<file path="config.mk">
export PLATFORM = sky130hd
export DESIGN_NAME = prog_sequencer
export DESIGN_NICKNAME = d
export VERILOG_FILES = /design/src/rtl/prog_sequencer_pkg.sv /design/src/rtl/prog_sequencer_ret_stack.sv /design/src/rtl/prog_sequencer.sv
export SDC_FILE = /design/constraint.sdc
export NUM_CORES = 1
export LEC_CHECK = 0
export ABC_AREA = 0
export BUFFER_PORTS_ARGS = -buffer_cell sky130_fd_sc_hd__buf_2
export CAP_MARGIN = 0
export CORE_UTILIZATION = 25
export CTS_CLUSTER_SIZE = 12
export DETAILED_ROUTE_END_ITERATION = 6
export PLACE_DENSITY = 0.43
export SLEW_MARGIN = 10
export SYNTH_ARGS = -nofsm -noshare
export SYNTH_HDL_FRONTEND = slang
export SYNTH_SLANG_ARGS = --single-unit
export TNS_END_PERCENT = 100
</file>
<file path="constraint.sdc">
create_clock -name i_clk -period 3.2 [get_ports i_clk]
set_clock_uncertainty 0.05 [all_clocks]
set_input_delay 0.48 -clock i_clk [delete_from_list [all_inputs] [get_ports i_clk]]
set_output_delay 0.48 -clock i_clk [all_outputs]
set_load 0.05 [all_outputs]
</file>
<file path="src/rtl/prog_sequencer_pkg.sv">
// rtl/prog_sequencer_pkg.sv - shared types and constants for the program sequencer
package prog_sequencer_pkg;

  typedef enum logic [1:0] {
    IDLE,
    RUN,
    DONE
  } seq_state_t;

  typedef enum logic [2:0] {
    NPC_HOLD,
    NPC_INC,
    NPC_REL,
    NPC_ABS,
    NPC_CALL,
    NPC_RET
  } npc_sel_t;

  localparam int unsigned START_DEFAULT = 0;

endpackage

</file>
<file path="src/rtl/prog_sequencer_ret_stack.sv">
// rtl/prog_sequencer_ret_stack.sv - parametrised LIFO holding call return addresses
module ret_stack #(
  parameter int unsigned W     = 12,
  parameter int unsigned DEPTH = 4
) (
  input  logic         i_clk,
  input  logic         i_reset,
  input  logic         i_clr,
  input  logic         i_push,
  input  logic         i_pop,
  input  logic [W-1:0] i_din,
  output logic [W-1:0] o_dout,
  output logic         o_full,
  output logic         o_empty
);

  localparam int unsigned SPW = $clog2(DEPTH + 1);
  localparam int unsigned AW  = (DEPTH > 1) ? $clog2(DEPTH) : 1;

  logic [W-1:0]   r_mem [DEPTH];
  logic [SPW-1:0] r_sp;
  logic [SPW-1:0] w_top;
  logic [AW-1:0]  w_wr_idx;
  logic [AW-1:0]  w_rd_idx;

  assign w_top    = r_sp - SPW'(1);
  assign w_wr_idx = r_sp[AW-1:0];
  assign w_rd_idx = w_top[AW-1:0];
  assign o_full   = (r_sp == SPW'(DEPTH));
  assign o_empty  = (r_sp == '0);
  assign o_dout   = o_empty ? '0 : r_mem[w_rd_idx];

  // Only the pointer is cleared; entry contents survive reset and new runs.
  always_ff @(posedge i_clk) begin
    if (i_reset || i_clr) begin
      r_sp <= '0;
    end else if (i_push && !o_full) begin
      r_sp <= r_sp + SPW'(1);
    end else if (i_pop && !o_empty) begin
      r_sp <= w_top;
    end
  end

  always_ff @(posedge i_clk) begin
    if (i_push && !o_full) begin
      r_mem[w_wr_idx] <= i_din;
    end
  end

endmodule

</file>
<file path="src/rtl/prog_sequencer.sv">
// rtl/prog_sequencer.sv - program sequencer with run handshake, stall, jumps and call stack
module prog_sequencer
  import prog_sequencer_pkg::*;
#(
  parameter int unsigned D     = 12,
  parameter int unsigned SD    = 4,
  parameter logic [D-1:0] START = D'(START_DEFAULT)
) (
  input  logic         i_clk,
  input  logic         i_reset,
  input  logic         i_req,
  input  logic         i_stall,
  input  logic         i_reljump,
  input  logic         i_absjump,
  input  logic         i_call,
  input  logic         i_ret,
  input  logic         i_halt,
  input  logic [D-1:0] i_target,
  output logic [D-1:0] o_prog_ctr,
  output logic         o_running,
  output logic         o_done,
  output logic         o_stk_err
);

  seq_state_t   r_state;
  logic [D-1:0] r_pc;
  logic         r_running;
  logic         r_done;
  logic         r_stk_err;

  seq_state_t   w_next_state;
  npc_sel_t     w_npc_sel;
  logic [D-1:0] w_next_pc;
  logic         w_load_start;
  logic         w_push;
  logic         w_pop;
  logic         w_clr_stack;
  logic         w_set_err;
  logic         w_clr_err;
  logic [D-1:0] w_stk_dout;
  logic         w_stk_full;
  logic         w_stk_empty;

  ret_stack #(
    .W     (D),
    .DEPTH (SD)
  ) u_ret_stack (
    .i_clk   (i_clk),
    .i_reset (i_reset),
    .i_clr   (w_clr_stack),
    .i_push  (w_push),
    .i_pop   (w_pop),
    .i_din   (r_pc + D'(1)),
    .o_dout  (w_stk_dout),
    .o_full  (w_stk_full),
    .o_empty (w_stk_empty)
  );

  always_comb begin
    w_next_state = r_state;
    w_npc_sel    = NPC_HOLD;
    w_load_start = 1'b0;
    w_push       = 1'b0;
    w_pop        = 1'b0;
    w_clr_stack  = 1'b0;
    w_set_err    = 1'b0;
    w_clr_err    = 1'b0;
    case (r_state)
      IDLE: begin
        w_load_start = 1'b1;
        if (i_req) begin
          w_next_state = RUN;
          w_clr_stack  = 1'b1;
          w_clr_err    = 1'b1;
        end
      end
      RUN: begin
        // One action per unstalled cycle: halt > ret > call > absjump > reljump > sequential.
        if (!i_stall) begin
          if (i_halt) begin
            w_next_state = DONE;
          end else if (i_ret) begin
            if (w_stk_empty) begin
              w_set_err = 1'b1;
              w_npc_sel = NPC_INC;
            end else begin
              w_pop     = 1'b1;
              w_npc_sel = NPC_RET;
            end
          end else if (i_call) begin
            w_npc_sel = NPC_CALL;
            if (w_stk_full) w_set_err = 1'b1;
            else            w_push    = 1'b1;
          end else if (i_absjump) begin
            w_npc_sel = NPC_ABS;
          end else if (i_reljump) begin
            w_npc_sel = NPC_REL;
          end else begin
            w_npc_sel = NPC_INC;
          end
        end
      end
      DONE: begin
        if (!i_req) begin
          w_next_state = IDLE;
          w_load_start = 1'b1;
        end
      end
      default: begin
        w_next_state = IDLE;
        w_load_start = 1'b1;
      end
    endcase
  end

  always_comb begin
    w_next_pc = r_pc;
    case (w_npc_sel)
      NPC_HOLD: w_next_pc = r_pc;
      NPC_INC:  w_next_pc = r_pc + D'(1);
      NPC_REL:  w_next_pc = r_pc + i_target;
      NPC_ABS:  w_next_pc = i_target;
      NPC_CALL: w_next_pc = i_target;
      NPC_RET:  w_next_pc = w_stk_dout;
      default:  w_next_pc = r_pc;
    endcase
    if (w_load_start) w_next_pc = START;
  end

  always_ff @(posedge i_clk) begin
    if (i_reset) begin
      r_state   <= IDLE;
      r_pc      <= START;
      r_running <= 1'b0;
      r_done    <= 1'b0;
      r_stk_err <= 1'b0;
    end else begin
      r_state   <= w_next_state;
      r_pc      <= w_next_pc;
      r_running <= (w_next_state == RUN);
      r_done    <= (w_next_state == DONE);
      if (w_clr_err)      r_stk_err <= 1'b0;
      else if (w_set_err) r_stk_err <= 1'b1;
    end
  end

  assign o_prog_ctr = r_pc;
  assign o_running  = r_running;
  assign o_done     = r_done;
  assign o_stk_err  = r_stk_err;

endmodule

</file>
==> summary.txt <==
STA
  • Fin. Hold Viols: 0
  • Final setup viols: 0
  • Unrepaired setup endpoints after global routing: no
  • Minimum clock period: 2.40 ns
  • TNS Setup: 0 ns
  • Min setup slack post-route: 0.801 ns
  • Slew @ Worst Pin: 0.811 ns
  • Final Cycle Share: 75.0%
  • Worst rel slew slack: 45.7%
  • Max Clk Rate: 417 MHz
  • Slew Limit Fails: 0

Die
  • I/O pins: 36
  • Chip width: 122 um
  • Core Region: 13900 um2
  • Rows: 43
  • Die area: 14800 um2
  • Initial Utilization: 25.6%
  • Die height: 122 um

Power and ir drop
  • VDD IR max: 334 uV
  • P_leak: 1.46 nW
  • Pwr dens: 500 nW/um2
  • Total power: 2.15 mW

Detailed routing
  • DR iter-0 viols: 157
  • Antenna viol nets, final: 0
  • Vias per std cell: 4.92
  • Vias: 2579
  • WL per Instance: 17.2 um
  • Drc violations: 0
  • 1st-pass router iterations: 4
  • Drt total wl: 9020 um

Logic synthesis
  • Mapped Area: 3570 um2
  • Synth cell count leaders: 48 x edfxtp_1, 20 x a21oi_1, 20 x dfxtp_1, 20 x nor2_1, 18 x nand2_1
  • Sequential cell area fraction in the yosys report: 51.5%
  • Post-synthesis cell type with the largest combined area: edfxtp_1
  • Main area contributors after synthesis: edfxtp_1 40%, dfxtp_1 11%, mux4_2 7.6%, ha_1 6.0%, a21oi_1 2.8%
  • Syn Nets: 335
  • Synth cell types: 51
  • Gate Count Post-Synth: 296
  • Yosys warns: 0
  • Post-synthesis register bit count: 68
  • Average size of a mapped cell: 12.1 um2
  • Synth async-reset ratio: 0%
  • Top-area cell type share of the netlist area: 40.3%
  • EDFF count, synth: 48
  • Most common cell in the netlist: edfxtp_1
  • Most common flop cell mapped by yosys: edfxtp_1

Setup path
  • Worst EP arrival: 2.60 ns
  • CP required: 3.40 ns
  • Startpoint Class: flip-flop
  • Crit path from: o_prog_ctr[0]$_SDFFE_PP0P_
  • Critical path class: flip-flop to flip-flop
  • Worst flop-to-flop path startpoint: o_prog_ctr[0]$_SDFFE_PP0P_
  • Top fanout value on the critical path: 7
  • Worst reg2reg path depth: 9
  • Nature of the critical path endpoint: flip-flop

Global routing
  • Met2 GRT Util: 20.7%
  • Antenna violations before repair: 0
  • First-pass GRT wire length: 14200 um
  • Met3 Usage GRT: 2.11%
  • GRT overflow: 0
  • Vias in the first global route: 2536
  • Largest net degree at the start of global routing: 17
  • Busiest grt layer: met2
  • Tot GR Track Use: 12.9%
  • Met1 usage: 17.4%

Clock tree
  • Max Root-Sink Buffers: 2
  • Hold-fix buffers, CTS: 0
  • Cts repair resizes: 0
  • H-Tree Depth: 3
  • Clk slew on worst S/H paths: 0.06 ns
  • Root buffer cell: clkbuf_16
  • Inserted Clock Buffers: 9
  • Clock sink count: 68
  • CTS tree: yes
  • Clk Latency, worst-skew pair: 0.33 ns
  • Post-CTS setup buffers: 0

Placed design
  • Gpl congestion: 0.800
  • Pre-CTS WS: 0.741 ns
  • Detail Placement HPWL: 6690 um
  • # port buffers: 35

Layout
  • Layout cell share with drive strength beyond 1: 22.1%
  • N_diodes: 0
  • Nets: 378
  • Register Area: 1840 um2
  • Multi-input gate area: 1650 um2
  • Filler cell count: 1401
  • Area Overhead vs Synth: 20.2%

Worst hold path
  • Worst hold path depth: 2
  • Hold crit path type: primary input to flip-flop
  • HP Start: i_reset

Run
  • Number of max-cap violations: 0

Status
  • Outcome: completed
## path summary, 6_finish.rpt
path                                     end  slack, ns
setup / recovery  o_prog_ctr[6]$_SDFFE_PP0P_       0.80
hold / removal             o_done$_SDFF_PP0_       0.34
setup reg to reg  o_prog_ctr[6]$_SDFFE_PP0P_       0.80
hold reg to reg       o_stk_err$_SDFFE_PP0P_       0.42
## flip-flops by register name, indices dropped and copies added, names as in the netlist
register / cells
r_state: 2
o_stk_err: 1
o_running: 1
u_ret_stack.r_mem: 48
o_done: 1
u_ret_stack.r_sp: 3
o_prog_ctr: 12
## final cells by class
cell class / instances / share of cell area [%]
Timing Repair Buffer: 40 / 4.95
Tap cell: 180 / 5.24
Multi-Input combinational cell: 210 / 38.5
Sequential cell: 68 / 42.9
Inverter: 10 / 0.874
Clock inverter: 7 / 2.30
Clock buffer: 9 / 5.24
## cells by family after synthesis
family | synth area share, %
AO/OA/AOI/OAI | 15.9
AND/OR/NAND/NOR | 10.4
flip-flops | 51.5
XOR/XNOR | 4.90
buffers and inverters | 2.35
adder cells (fa/ha/maj) | 6.51
multiplexers | 8.40
## critical path: stages (launching register included)
cell,delay (ns)
dfxtp_1,0.47
ha_1,0.27
inv_1,0.07
fa_1,0.41
nor2b_1,0.16
o31a_1,0.18
o21ai_1,0.09
nor2b_1,0.16
or3_1,0.31
a31oi_1,0.16
## through the flow
step / instance area [um2] / util (%) / cells / hold slack [ns]
3_5_place_dp: 3970 / 28.5 / 508 / 0.411
3_3_place_gp: 3970 / 28.5 / 508 / 0.405
4_1_cts: 4290 / 30.8 / 524 / 0.332
5_1_grt: 4290 / 30.8 / 524 / 0.337
2_1_floorplan: 3570 / - / 296 / 0.419
6_report: 4290 / 30.8 / 524 / 0.339
## report_power, final
group	switching (mW)	leakage, nW	total [mW]	internal (mW)
clock network	0.387	0.156	1.07	0.687
registers	0.00639	0.546	0.945	0.939
logic	0.0793	0.753	0.125	0.0462
total	0.473	1.46	2.15	1.67
## placed cells by master, fill, tap and decap left out, drive strengths merged, types with 3 or more instances in the layout
cell type,synthesis,routed
nand2,18,18
ha,17,17
clkbuf,5,9
a22oi,3,3
a211oi,5,5
a21oi,20,20
a21o,5,5
o22ai,4,4
buf,3,40
a221o,5,5
nor2,21,21
mux4,12,12
nor2b,4,4
and2,3,3
mux2i,3,3
xnor2,10,10
a221oi,8,8
nor3,5,5
xor2,10,10
o21ai,17,17
inv,10,12
nand3,8,8
edfxtp,48,48
dfxtp,20,20
## metal layers
layer | wire [um] | part of all wire (%)
met5 | 0 | 0
met4 | 111 | 1.2
met3 | 342 | 3.8
met2 | 4190 | 47
met1 | 4370 | 48
(Power assumes the default switching activity.)
